## src/rtl/xaddr_router_pkg.sv

```systemverilog
// Shared definitions for the address router: FSM encoding, default widths and
// the peripheral address map used to build the router's base/offset vectors.
package xaddr_router_pkg;

    localparam int ADDR_W_DEF = 13;
    localparam int DATA_W_DEF = 32;
    localparam int OFFS_FW    = 5;

    typedef enum logic [1:0] {
        ST_IDLE   = 2'd0,
        ST_ACCESS = 2'd1,
        ST_RESP   = 2'd2
    } state_t;

    // Peripheral windows: base address and number of low offset bits.
    localparam logic [ADDR_W_DEF-1:0] MEM_BASE    = 13'h0000;
    localparam logic [OFFS_FW-1:0]    MEM_OFFS_W  = 5'd12;
    localparam logic [ADDR_W_DEF-1:0] REGF_BASE   = 13'h1000;
    localparam logic [OFFS_FW-1:0]    REGF_OFFS_W = 5'd4;
    localparam logic [ADDR_W_DEF-1:0] SW_BASE     = 13'h1010;
    localparam logic [OFFS_FW-1:0]    SW_OFFS_W   = 5'd0;
    localparam logic [ADDR_W_DEF-1:0] BTN_BASE    = 13'h1011;
    localparam logic [OFFS_FW-1:0]    BTN_OFFS_W  = 5'd0;
    localparam logic [ADDR_W_DEF-1:0] ALU_BASE    = 13'h1020;
    localparam logic [OFFS_FW-1:0]    ALU_OFFS_W  = 5'd3;
    localparam logic [ADDR_W_DEF-1:0] DISP_BASE   = 13'h1030;
    localparam logic [OFFS_FW-1:0]    DISP_OFFS_W = 5'd2;

    // Default four-channel map: memory, register file, switches, buttons.
    localparam logic [4*ADDR_W_DEF-1:0] DEF_SLV_BASE =
        {BTN_BASE, SW_BASE, REGF_BASE, MEM_BASE};
    localparam logic [4*OFFS_FW-1:0] DEF_SLV_OFFS_W =
        {BTN_OFFS_W, SW_OFFS_W, REGF_OFFS_W, MEM_OFFS_W};

endpackage

```

## src/rtl/xaddr_match.sv

```systemverilog
// Combinational window decoder: reports whether addr falls in any channel
// window and, if so, the lowest matching channel index.
module xaddr_match
    import xaddr_router_pkg::*;
#(
    parameter int                          N_SLV      = 4,
    parameter int                          ADDR_W     = ADDR_W_DEF,
    parameter logic [N_SLV*ADDR_W-1:0]     SLV_BASE   = DEF_SLV_BASE,
    parameter logic [N_SLV*OFFS_FW-1:0]    SLV_OFFS_W = DEF_SLV_OFFS_W,
    localparam int                         IDX_W      = (N_SLV > 1) ? $clog2(N_SLV) : 1
) (
    input  logic [ADDR_W-1:0] addr,
    output logic              hit,
    output logic [IDX_W-1:0]  idx
);

    logic [ADDR_W-1:0] mask [N_SLV];

    // An offset width equal to ADDR_W yields an all-zero mask (whole space).
    for (genvar g = 0; g < N_SLV; g++) begin : g_mask
        localparam int              W    = int'(SLV_OFFS_W[g*OFFS_FW +: OFFS_FW]);
        localparam logic [ADDR_W:0] SPAN = (ADDR_W+1)'(1) << W;
        assign mask[g] = ~(SPAN[ADDR_W-1:0] - ADDR_W'(1));
    end

    // Scan from the top so the lowest-index hit is the one that sticks.
    always_comb begin
        hit = 1'b0;
        idx = '0;
        for (int i = N_SLV - 1; i >= 0; i--) begin
            if ((addr & mask[i]) == SLV_BASE[i*ADDR_W +: ADDR_W]) begin
                hit = 1'b1;
                idx = IDX_W'(i);
            end
        end
    end

endmodule

```

## src/rtl/xaddr_router.sv

```systemverilog
// Registered master-to-slave address router with wait-state timeout and a
// sticky trap record for unmapped or timed-out accesses.
module xaddr_router
    import xaddr_router_pkg::*;
#(
    parameter int                          N_SLV      = 4,
    parameter int                          ADDR_W     = ADDR_W_DEF,
    parameter int                          DATA_W     = DATA_W_DEF,
    parameter logic [N_SLV*ADDR_W-1:0]     SLV_BASE   = DEF_SLV_BASE,
    parameter logic [N_SLV*OFFS_FW-1:0]    SLV_OFFS_W = DEF_SLV_OFFS_W,
    parameter int                          TO_CYC     = 16
) (
    input  logic                    clk,
    input  logic                    rst,
    input  logic                    sel,
    input  logic                    we,
    input  logic [ADDR_W-1:0]       addr,
    input  logic [DATA_W-1:0]       data_to_wr,
    output logic                    ready,
    output logic [DATA_W-1:0]       data_to_rd,
    output logic [N_SLV-1:0]        slv_sel,
    output logic                    slv_we,
    output logic [ADDR_W-1:0]       slv_addr,
    output logic [DATA_W-1:0]       slv_wdata,
    input  logic [N_SLV-1:0]        slv_ready,
    input  logic [N_SLV*DATA_W-1:0] slv_rdata,
    output logic                    trap,
    output logic                    trap_to,
    output logic [ADDR_W-1:0]       trap_addr,
    input  logic                    trap_clr,
    output state_t                  state
);

    // Handshake: the master raises sel with stable addr/we/data_to_wr and
    // holds them until the single-cycle ready pulse; a slave is addressed
    // only while its slv_sel bit is high and completes by raising its
    // slv_ready bit in any cycle of that window (zero-wait allowed).

    localparam int IDX_W = (N_SLV > 1) ? $clog2(N_SLV) : 1;
    localparam int CNT_W = $clog2(TO_CYC + 1);
    localparam logic [CNT_W-1:0] CNT_LAST = CNT_W'(TO_CYC - 1);

    logic              m_hit;
    logic [IDX_W-1:0]  m_idx;
    logic [IDX_W-1:0]  lat_idx;
    logic [CNT_W-1:0]  cnt;
    logic [DATA_W-1:0] sel_rdata;
    logic              trap_fire;
    logic              trap_is_to;
    logic [ADDR_W-1:0] trap_at;

    xaddr_match #(
        .N_SLV      (N_SLV),
        .ADDR_W     (ADDR_W),
        .SLV_BASE   (SLV_BASE),
        .SLV_OFFS_W (SLV_OFFS_W)
    ) u_match (
        .addr (addr),
        .hit  (m_hit),
        .idx  (m_idx)
    );

    assign sel_rdata = slv_rdata[lat_idx*DATA_W +: DATA_W];

    // Trap events are resolved on the edge that enters RESP so the trap
    // flag becomes visible in the same cycle as ready.
    always_comb begin
        trap_fire  = 1'b0;
        trap_is_to = 1'b0;
        trap_at    = slv_addr;
        if (state == ST_IDLE && sel && !m_hit) begin
            trap_fire = 1'b1;
            trap_at   = addr;
        end else if (state == ST_ACCESS && !slv_ready[lat_idx] && cnt == CNT_LAST) begin
            trap_fire  = 1'b1;
            trap_is_to = 1'b1;
        end
    end

    always_ff @(posedge clk or posedge rst) begin
        if (rst) begin
            state      <= ST_IDLE;
            ready      <= 1'b0;
            data_to_rd <= '0;
            slv_sel    <= '0;
            slv_we     <= 1'b0;
            slv_addr   <= '0;
            slv_wdata  <= '0;
            lat_idx    <= '0;
            cnt        <= '0;
            trap       <= 1'b0;
            trap_to    <= 1'b0;
            trap_addr  <= '0;
        end else begin
            ready <= 1'b0;

            if (trap_clr) begin
                trap      <= 1'b0;
                trap_to   <= 1'b0;
                trap_addr <= '0;
            end
            // A coincident clear lets the new trap replace the old record.
            if (trap_fire && (!trap || trap_clr)) begin
                trap      <= 1'b1;
                trap_to   <= trap_is_to;
                trap_addr <= trap_at;
            end

            case (state)
                ST_IDLE: begin
                    if (sel) begin
                        slv_addr  <= addr;
                        slv_we    <= we;
                        slv_wdata <= data_to_wr;
                        lat_idx   <= m_idx;
                        cnt       <= '0;
                        if (m_hit) begin
                            slv_sel <= N_SLV'(1) << m_idx;
                            state   <= ST_ACCESS;
                        end else begin
                            data_to_rd <= '0;
                            ready      <= 1'b1;
                            state      <= ST_RESP;
                        end
                    end
                end
                ST_ACCESS: begin
                    if (slv_ready[lat_idx]) begin
                        data_to_rd <= sel_rdata;
                        slv_sel    <= '0;
                        ready      <= 1'b1;
                        state      <= ST_RESP;
                    end else if (cnt == CNT_LAST) begin
                        data_to_rd <= '0;
                        slv_sel    <= '0;
                        ready      <= 1'b1;
                        state      <= ST_RESP;
                    end else begin
                        cnt <= cnt + CNT_W'(1);
                    end
                end
                ST_RESP: state <= ST_IDLE;
                default: state <= ST_IDLE;
            endcase
        end
    end

endmodule

```

## config.mk

```make
export PLATFORM = sky130hd
export DESIGN_NAME = xaddr_router
export DESIGN_NICKNAME = d
export VERILOG_FILES = /design/src/rtl/xaddr_router_pkg.sv /design/src/rtl/xaddr_match.sv /design/src/rtl/xaddr_router.sv
export SDC_FILE = /design/constraint.sdc
export NUM_CORES = 1
export LEC_CHECK = 0
export ABC_AREA = 1
export CAP_MARGIN = 20
export CORE_MARGIN = 1
export CORE_UTILIZATION = 44
export CTS_CLUSTER_DIAMETER = 50
export DETAILED_ROUTE_END_ITERATION = 10
export PLACE_DENSITY = 0.87
export SLEW_MARGIN = 40
export SYNTH_ARGS = -nofsm -noshare
export SYNTH_HDL_FRONTEND = slang
export SYNTH_HIERARCHICAL = 1
export SYNTH_SLANG_ARGS = --single-unit
```

## constraint.sdc

```tcl
create_clock -name clk -period 10.5 [get_ports clk]
set_input_delay 1.575 -clock clk [delete_from_list [all_inputs] [get_ports clk]]
set_output_delay 1.575 -clock clk [all_outputs]
set_load 0.02 [all_outputs]
```

* Yosys cells after proc, flatten, opt, wreduce, memory -nomap -nowiden
Cells that the tools add are included.
** Operators by class
- Add/sub/neg operators :: 1
- Magnitude comparators :: 1
- Eq/ne operators :: 11
- Shifts and indexed selects :: 2
- Multiplexer cells :: 43
- Reductions and logical operators :: 18
** Operators with widths (number)
- 32-bit 2-to-1 mux :: 4
- 128-bit by 8-bit variable part select with 32-bit output :: 1
- 32-bit case mux with 2 select lines :: 1
- 13-bit 2-to-1 mux :: 3
- 13-bit == test, second input constant :: 2
- 2-bit 2-to-1 mux :: 8
- 4-bit 2-to-1 mux :: 4
- 1-bit 2-to-1 mux :: 15
- 5-bit 2-to-1 mux :: 3
- 13-bit logical NOT :: 1
- 4-bit AND reduction :: 3
- 2-bit != test, second input constant :: 5
- 5-bit case mux with 2 select lines :: 1
- 9-bit == test, second input constant :: 1
- 4-bit case mux with 2 select lines :: 1
- 5-bit by 1-bit adder with 5-bit output, second input constant :: 1
- 5-bit by 4-bit == test with 1-bit output, second input constant :: 1
- 1-bit logical AND :: 5
- 2-bit case mux with 2 select lines :: 1
- 2-bit AND reduction :: 2
- 2-bit nonzero test :: 2
- 1-bit by 2-bit << shifter with 4-bit output, first input constant :: 1
- 1-bit logical NOT :: 3
- 2-bit by 3-bit less-than comparator with 1-bit output, second input constant :: 1
- 6 further kinds :: 6
** Word-level totals
- Register bits after elaboration :: 107
- Bits of input ports :: 182
- Output and inout bits :: 100
- Logic and storage cells :: 88

* Depth between registers and ports, before layout
Gate-level depths: netlist of run 1.
- Depth in word-level cells :: 10
- Gate-level depth with buffers :: 12
- Gate-level depth less buffers :: 11

* By module
The synthesis of run 1 kept the hierarchy.
** By module, submodules not included
- xaddr_router :: instances 1, cells an instance 704, area an instance 5400.2 um^2
- xaddr_match :: instances 1, cells an instance 31, area an instance 130.1 um^2

* Worst setup path before layout of run 1
OpenSTA, ideal clock, no wires.
- Kind :: in2reg
- Start :: in addr[9]
- End :: reg data_to_rd[12]
- Setup time :: 0.065 ns
- Arrival :: 2.672 ns
- Setup slack :: 7.763 ns
- Stages :: 11
- Buffers on the path :: 2
- Cell sequence :: nor2_2 > nand2_1 > nor2_2 > nand3_1 > nand2_1 > inv_1 > nand2_4 > buf_4 > buf_2 > nand4_1 > nand2_1
** On the way
- Word-level cells in the longest chain between the ends :: 7
** Ends and longest elaborated chain
- start, declared :: RTL line xaddr_router.sv:17 : input logic [ADDR_W-1:0] addr,
- 13-bit == test :: RTL line xaddr_match.sv:31 : if ((addr & mask[i]) == SLV_BASE[i*ADDR_W +: ADDR_W]) begin
- 1-bit 2-to-1 mux (2 in series) :: RTL line xaddr_match.sv:31
- 1-bit 2-to-1 mux (*) (2 in series) :: RTL line xaddr_match.sv:31
- via m_hit :: RTL line xaddr_router.sv:43 : logic m_hit;
- 2-bit != test (no line) (*)
- 4-bit AND reduction (no line) (*)
- end signal, assigned :: RTL line xaddr_router.sv:129 : data_to_rd <= sel_rdata;
- end, declared :: RTL line xaddr_router.sv:20 : output logic [DATA_W-1:0] data_to_rd,
The timed path passes the listed nets; every way through them passes the cells marked *.
A chain may end at the register's enable or synchronous reset.

* Final worst setup path of run 1
- Start :: in addr[12]
- End :: reg trap_addr[10]
** On the way
- Word-level cells in the longest chain between the ends :: 10
** Ends and longest elaborated chain
- 13-bit == test :: RTL line xaddr_match.sv:31
- 1-bit 2-to-1 mux (3 in series) :: RTL line xaddr_match.sv:31
- 1-bit 2-to-1 mux (*) :: RTL line xaddr_match.sv:31
- via m_hit :: RTL line xaddr_router.sv:43
- 1-bit logical NOT (*) :: RTL line xaddr_router.sv:71 : if (state == ST_IDLE && sel && !m_hit) begin
- 1-bit logical AND (*) :: RTL line xaddr_router.sv:71
- 1-bit 2-to-1 mux :: RTL line xaddr_router.sv:71
- 1-bit logical AND :: RTL line xaddr_router.sv:103 : if (trap_fire && (!trap || trap_clr)) begin
- 13-bit 2-to-1 mux / 2-bit nonzero test (equally long branches)
- end signal, assigned :: RTL line xaddr_router.sv:106 : trap_addr <= trap_at;
- end, declared :: RTL line xaddr_router.sv:29 : output logic [ADDR_W-1:0] trap_addr,
Marked as above.

==> flow_metrics.env, run 1 <==
export IMPL_status="completed"
export IMPL_core_rowCount=40
export IMPL_grt_ovfl_total=0
export IMPL_buffer_ports_inserted=281
export IMPL_first_global_vias=5788
export IMPL_clock_root_buffer="sky130_fd_sc_hd__clkbuf_16"
export IMPL_part_of_the_cycle_the_worst_path_needs=0.352
export IMPL_total_number_of_clock_tree_sinks=107
export IMPL_die_y_um=114
export IMPL_final_critical_path_setup_slack_ps=6800
export IMPL_postRouteAntennaNets=0
export IMPL_ctsHtreeMaxLevel=3
export IMPL_setup_violations=0
export IMPL_filler_cell_count=963
export IMPL_post_synth_inst_count=735
export IMPL_worst_endpoint_arrival_ps=3970
export IMPL_finClkSkew_ps=7.21
export IMPL_hold_path_class="flip-flop to flip-flop"
export IMPL_path_common_cell="sky130_fd_sc_hd__nand2_1"
export IMPL_grt_antenna_before_repair=0
export IMPL_max_clock_path_buffers=2
export IMPL_finalWeightedCongestion=0.884
export IMPL_cts_made_buffers=9
export IMPL_synth_yosys_warnings=6
export IMPL_finalWirelength_mm=18.2
export IMPL_drt_drc_violations_left=0
export IMPL_netlist_area_um2=5530
export IMPL_critical_path_cell_chain="clkdlybuf4s50_1, nand2_1, nor2_2, nand3_1, nand2_1, inv_1, nand2_4, nand2_1, nand2_4, nand3_1, nand2_1"
export IMPL_area_growth_pct=57.2
export IMPL_die_width_um=114
export IMPL_initial_utilization=0.457
export IMPL_synth_fp_nets=919
export IMPL_final_net_count=1167
export IMPL_post_cts_resized_instances=0
export IMPL_viasPerCell=5.21
export IMPL_critPathLaunchType="primary input"
export IMPL_synthDistinctLibCells=26
export IMPL_place_hpwl_mm=13.4
export IMPL_route_detailed_wl_per_inst_um=15.8
export IMPL_worst_skew_pair_late_latency_ps=340
export IMPL_cp_slowest_cell="sky130_fd_sc_hd__clkdlybuf4s50_1"
export IMPL_detailroute_via_count=6007
export IMPL_setup_worst_path_end_class="flip-flop"
export IMPL_report_final_hold_viol_count=0
export IMPL_worst_path_buf_inv=2
export IMPL_detailedRoute_firstPassIterationCount=5
export IMPL_antenna_diode_count=0
export IMPL_cts_tree="built"
export IMPL_synthesis_area_per_instance_um2=7.52
export IMPL_full_die_area_um2=13000
export IMPL_timing_final_crit_period_ps=3700
export IMPL_report_final_slew_viol_count=0
export IMPL_slew_headroom=0.487
export IMPL_drt_first_iter_violations=461
export IMPL_post_place_cells=1140
export IMPL_grt_setup_unrepaired="no"
export IMPL_layout_drive_gt1_share=0.0467
export IMPL_worst_slew_pin_transition_ps=768
export IMPL_multi_input_area_um2=2520
export IMPL_setup_tns_ps=0
export IMPL_critPathKind="primary input to flip-flop"
export IMPL_placement_setup_worst_slack_ps=6500
export IMPL_path_clk_slew_ps=70
export IMPL_crit_fanout=51
export IMPL_total_setup_buffers_inserted_after_cts=0
export IMPL_register_area_um2=2680
export IMPL_floorplan_core_area_um2=12100
export IMPL_postSynthRegisterBits=107
export IMPL_global_route_usage_total=0.286
export IMPL_grt_first_pass_wirelength_mm=28.9
export IMPL_power_per_cell_area_nw_per_um2=182
export IMPL_worst_ir_drop_vdd_v=0.000120
export IMPL_required_ps=10780
export IMPL_pin_count=282
export IMPL_timing_fmax_mhz=270
export IMPL_cap_violations=0
export IMPL_quantity_of_hold_fixing_buffers_added_after_cts=0
export IMPL_grt_max_degree=68
export IMPL_post_layout_nonfiller_instances=1154
export IMPL_slowest_delay_ps=540
export IMPL_static_leakage_power_nw=4.05
export IMPL_seq_area_frac_synth=0.484
export IMPL_fin_hold_ws_ps=471
export IMPL_timing_critical_path_max_delay_family="simple AND/OR/NAND/NOR gates"
-- report_power, final --
part           switching, mW  internal (mW)
combinational          0.339          0.302
clock                  0.145          0.206
sequential            0.0694          0.519
-- Yosys cell counts (all sizes together) --
cell / instances / area, um2
o21ai: 83 / 415
buf: 24 / 145
nor3: 5 / 25.0
ha: 2 / 25.0
o22ai: 32 / 200
nand4: 37 / 231
a21boi: 1 / 18.8
xor2: 1 / 8.76
nand2: 279 / 1070
a21oi: 1 / 5.00
clkbuf: 25 / 93.8
nand3: 29 / 165
dfrtp: 107 / 2680
nor3b: 1 / 7.51
inv: 25 / 93.8
nor2: 82 / 340
o31ai: 1 / 7.51
-- path summary, 6_finish.rpt --
kind | to | cells past startpoint | from | slack, ps
hold / removal | slv_wdata[1] | 2 | slv_wdata[1] | 470
setup reg to reg | data_to_rd[21] | 9 | lat_idx[0] | 7270
max in group asynchronous | lat_idx[1] | 3 | rst | 7870
hold reg to reg | slv_wdata[1] | 2 | slv_wdata[1] | 470
min in group asynchronous | slv_wdata[11] | 2 | rst | 1640
setup / recovery | trap_addr[10] | 11 | addr[12] | 6800
-- routing by layer --
layer / GRT usage / vias to the layer above / routed length (um)
li1: - / 2909 / -
met1: 0.335 / 2793 / 7180
met2: 0.490 / 251 / 9170
met3: 0.0725 / 54 / 1110
met4: 0.137 / 0 / 722
met5: 0 / - / 0
-- cell type report --
class	instances	share of cell area
flip-flops and latches	107	0.308
multi-input cells	554	0.290
clock inverters	5	0.00907
well taps	168	0.0242
repair buffers	286	0.331
inverters	25	0.0112
clock buffers	9	0.0259
-- sequential cells by signal (all words and copies together), names as in the netlist --
signal,flops
slv_we,1
trap,1
ready,1
trap_addr,13
cnt,5
slv_sel,4
state,2
slv_wdata,32
data_to_rd,32
lat_idx,2
trap_to,1
slv_addr,13
-- cell usage in the layout (no fill, tap or decap) --
master	count
sky130_fd_sc_hd__nor2_2	4
sky130_fd_sc_hd__inv_4	1
sky130_fd_sc_hd__nand2_1	274
sky130_fd_sc_hd__clkbuf_16	9
sky130_fd_sc_hd__nand2_4	2
sky130_fd_sc_hd__nor3b_1	1
sky130_fd_sc_hd__o22ai_1	32
sky130_fd_sc_hd__clkinv_2	3
sky130_fd_sc_hd__nand2_2	3
sky130_fd_sc_hd__dfrtp_2	2
sky130_fd_sc_hd__a21boi_4	1
sky130_fd_sc_hd__nor2_4	3
sky130_fd_sc_hd__buf_4	2
sky130_fd_sc_hd__dfrtp_1	105
sky130_fd_sc_hd__nor3_1	5
sky130_fd_sc_hd__ha_1	2
sky130_fd_sc_hd__nand3_2	4
sky130_fd_sc_hd__a21oi_1	1
sky130_fd_sc_hd__nand4_1	37
sky130_fd_sc_hd__o21ai_0	83
sky130_fd_sc_hd__clkinv_1	1
sky130_fd_sc_hd__inv_6	1
sky130_fd_sc_hd__nand3_1	25
sky130_fd_sc_hd__buf_8	1
sky130_fd_sc_hd__inv_1	16
sky130_fd_sc_hd__bufinv_16	2
sky130_fd_sc_hd__xor2_1	1
sky130_fd_sc_hd__clkdlybuf4s50_1	281
sky130_fd_sc_hd__inv_2	6
sky130_fd_sc_hd__buf_6	1
sky130_fd_sc_hd__nor2_1	75
sky130_fd_sc_hd__o31ai_1	1
sky130_fd_sc_hd__buf_16	1
-- cell families (layout without fill, tap and decap cells) --
| logic type | count (synthesis) | in the layout | synth area share |
|---|---|---|---|
| simple gates | 433 | 433 | 0.333 |
| compound gates | 118 | 118 | 0.117 |
| flops | 107 | 107 | 0.484 |
| buf+inv | 74 | 325 | 0.0602 |
| fa+ha+maj | 2 | 2 | 0.00452 |
| xor+xnor | 1 | 1 | 0.00158 |
-- worst min-delay path, stage by stage, from the launching register on --
cell and delay [ps]:
sky130_fd_sc_hd__dfrtp_1 340, sky130_fd_sc_hd__nand2_1 60, sky130_fd_sc_hd__nand2_1 40
-- metrics by stage --
stage | cell area, um2 | power, mW | utilization
6_report | 8690 | 1.58 | 0.718
5_1_grt | 8690 | 1.66 | 0.718
3_3_place_gp | 8340 | 1.22 | 0.689
2_1_floorplan | 5530 | 0.885 | -
4_1_cts | 8690 | 1.59 | 0.717
3_5_place_dp | 8380 | 1.24 | 0.692
(Power assumes the default switching activity.)
==> run 2, diff against run 1 <==
--- a/config.mk
+++ b/config.mk
@@ -8,10 +8,10 @@
 export ABC_AREA = 1
 export CAP_MARGIN = 20
 export CORE_MARGIN = 1
-export CORE_UTILIZATION = 44
+export CORE_UTILIZATION = 40
 export CTS_CLUSTER_DIAMETER = 50
 export DETAILED_ROUTE_END_ITERATION = 10
-export PLACE_DENSITY = 0.87
+export PLACE_DENSITY = 0.8
 export SLEW_MARGIN = 40
 export SYNTH_ARGS = -nofsm -noshare
 export SYNTH_HDL_FRONTEND = slang
==> constraint.sdc (replaced) <==
create_clock -name clk -period 3.85 [get_ports clk]
set_input_delay 0.5775 -clock clk [delete_from_list [all_inputs] [get_ports clk]]
set_output_delay 0.5775 -clock clk [all_outputs]
set_load 0.02 [all_outputs]
==> run 2 against run 1 <==
Against the previous run: worst hold slack better by 1.8 ps; routed wire length decreased by 0.83%; sequential share of layout area about the same; highest routed layer unchanged; largest cell class unchanged; utilization decreased by 6.7 points; design area down 0.13%.
==> flow_metrics.env, run 2 (synthesis results as in run 1) <==
export IMPL_path_clk_slew_ps=80
export IMPL_grt_antenna_before_repair=0
export IMPL_total_number_of_clock_tree_sinks=107
export IMPL_worst_skew_pair_late_latency_ps=360
export IMPL_top_regs="data_to_rd x32, slv_wdata x32"
export IMPL_postRouteAntennaNets=0
export IMPL_grt_max_degree=74
export IMPL_grt_first_pass_wirelength_mm=28.4
export IMPL_status="completed"
export IMPL_report_final_hold_viol_count=0
export IMPL_die_y_um=120
export IMPL_first_global_vias=5555
export IMPL_slew_headroom=0.545
export IMPL_static_leakage_power_nw=4.04
export IMPL_critPathKind="primary input to flip-flop"
export IMPL_ctsHtreeMaxLevel=3
export IMPL_full_die_area_um2=14300
export IMPL_setup_worst_path_end_class="flip-flop"
export IMPL_grt_ovfl_total=0
export IMPL_worst_ir_drop_vdd_v=0.000267
export IMPL_post_cts_resized_instances=0
export IMPL_worst_setup_path_startpoint="addr[12]"
export IMPL_part_of_the_cycle_the_worst_path_needs=0.681
export IMPL_most_common_library_cell_in_the_layout_ignoring_fill_and_taps="sky130_fd_sc_hd__clkdlybuf4s50_1"
export IMPL_critical_path_cell_chain="clkdlybuf4s50_1, nand2_1, nor2_2, nand3_1, nand2_1, inv_1, nand2_4, nand2_1, nand2_4, nand3_1, nand2_1"
export IMPL_drt_first_iter_violations=340
export IMPL_initial_utilization=0.414
export IMPL_timing_rr_end="data_to_rd[3]"
export IMPL_floorplan_core_area_um2=13300
export IMPL_detailroute_via_count=5820
export IMPL_setup_violations=0
export IMPL_worstReg2RegStart="lat_idx[0]"
export IMPL_path_common_cell="sky130_fd_sc_hd__nand2_1"
export IMPL_timing_final_crit_period_ps=2620
export IMPL_filler_cell_count=1206
export IMPL_drt_drc_violations_left=0
export IMPL_multi_input_area_um2=2520
export IMPL_detailedRoute_firstPassIterationCount=5
export IMPL_cts_made_buffers=9
export IMPL_finalWeightedCongestion=0.861
export IMPL_global_route_usage_total=0.253
export IMPL_r2r_worst_path_cells=9
export IMPL_worst_path_buf_inv=2
export IMPL_critPathLaunchType="primary input"
export IMPL_setup_tns_ps=0
export IMPL_max_clock_path_buffers=2
export IMPL_timing_critical_path_depth=11
export IMPL_mostFrequentLayoutCells="sky130_fd_sc_hd__clkdlybuf4s50_1, sky130_fd_sc_hd__nand2_1, sky130_fd_sc_hd__dfrtp_1"
export IMPL_quantity_of_hold_fixing_buffers_added_after_cts=0
export IMPL_antenna_diode_count=0
export IMPL_power_per_cell_area_nw_per_um2=488
export IMPL_crit_fanout=51
export IMPL_grt_setup_unrepaired="no"
export IMPL_buffer_ports_inserted=281
export IMPL_finalWirelength_mm=18.0
export IMPL_area_growth_pct=57.0
export IMPL_clock_root_buffer="sky130_fd_sc_hd__clkbuf_16"
export IMPL_route_detailed_wl_per_inst_um=15.5
export IMPL_finClkSkew_ps=10.8
export IMPL_post_place_cells=1149
export IMPL_pin_count=282
export IMPL_timing_fmax_mhz=381
export IMPL_worst_endpoint_arrival_ps=2910
export IMPL_report_final_slew_viol_count=0
export IMPL_timing_critical_path_max_delay_family="simple AND/OR/NAND/NOR gates"
export IMPL_place_hpwl_mm=13.4
export IMPL_core_rowCount=42
export IMPL_slowest_delay_ps=550
export IMPL_register_area_um2=2680
export IMPL_viasPerCell=5.00
export IMPL_die_width_um=120
export IMPL_ff2ff_setup_slack_ps=1420
export IMPL_total_setup_buffers_inserted_after_cts=0
export IMPL_fin_hold_ws_ps=473
export IMPL_cts_tree="built"
export IMPL_totalPowerFinal_mw=4.24
export IMPL_hold_path_class="flip-flop to flip-flop"
export IMPL_required_ps=4140
export IMPL_worst_slew_pin_transition_ps=681
export IMPL_final_net_count=1168
export IMPL_layout_drive_gt1_share=0.0485
export IMPL_cp_slowest_cell="sky130_fd_sc_hd__clkdlybuf4s50_1"
export IMPL_worst_setup_path_endpoint="trap_addr[3]"
export IMPL_post_layout_nonfiller_instances=1165
export IMPL_cap_violations=0
[run 2: worst register-to-register path, cell delays in order (launching register included)]
cell	delay (ps)
sky130_fd_sc_hd__dfrtp_2	410
sky130_fd_sc_hd__clkinv_1	210
sky130_fd_sc_hd__buf_4	490
sky130_fd_sc_hd__nand2_1	130
sky130_fd_sc_hd__nand3_2	110
sky130_fd_sc_hd__nand3_2	80
sky130_fd_sc_hd__buf_4	250
sky130_fd_sc_hd__inv_2	450
sky130_fd_sc_hd__nand2_1	150
sky130_fd_sc_hd__nand2_1	100
[run 2: worst min path at each step]
stage	from	endpoint	slack [ps]	cells past startpoint
final	slv_wdata[30]	slv_wdata[30]	470	2
after global routing	slv_wdata[17]	slv_wdata[17]	500	2
after CTS	slv_wdata[30]	slv_wdata[30]	480	2
after detailed placement	slv_wdata[30]	slv_wdata[30]	460	2
after global placement	slv_wdata[0]	slv_wdata[0]	450	2
after floorplan	cnt[0]	cnt[0]	490	1
[run 2: cell type report]
| cell class | instances | area share |
|---|---|---|
| Clock buffer | 9 | 0.0259 |
| Clock inverter | 7 | 0.00778 |
| Inverter | 25 | 0.0115 |
| Multi-Input combinational cell | 554 | 0.290 |
| Sequential cell | 107 | 0.309 |
| Tap cell | 176 | 0.0254 |
| Timing Repair Buffer | 287 | 0.331 |
[run 2: power by group]
group          total, mW  internal [mW]  switching [mW]
sequential          1.60           1.42           0.189
clock              0.911          0.457           0.454
combinational       1.73          0.815           0.910
total               4.24           2.69            1.55
[run 2: metal layers]
metal | track usage | up-vias | wire [um]
met1 | 0.309 | 2695 | 7390
met5 | 0 | - | 0
met2 | 0.437 | 175 | 9230
met3 | 0.0556 | 32 | 896
met4 | 0.0906 | 0 | 518
li1 | - | 2918 | -
[run 2: per-stage QoR]
| stage | area, um2 | util | setup slack, ps |
|---|---|---|---|
| 4_1_cts | 8680 | 0.650 | 1240 |
| 3_5_place_dp | 8390 | 0.628 | 864 |
| 3_3_place_gp | 8390 | 0.628 | 902 |
| 2_1_floorplan | 5530 | - | 455 |
| 6_report | 8680 | 0.650 | 1230 |
| 5_1_grt | 8680 | 0.650 | 1030 |
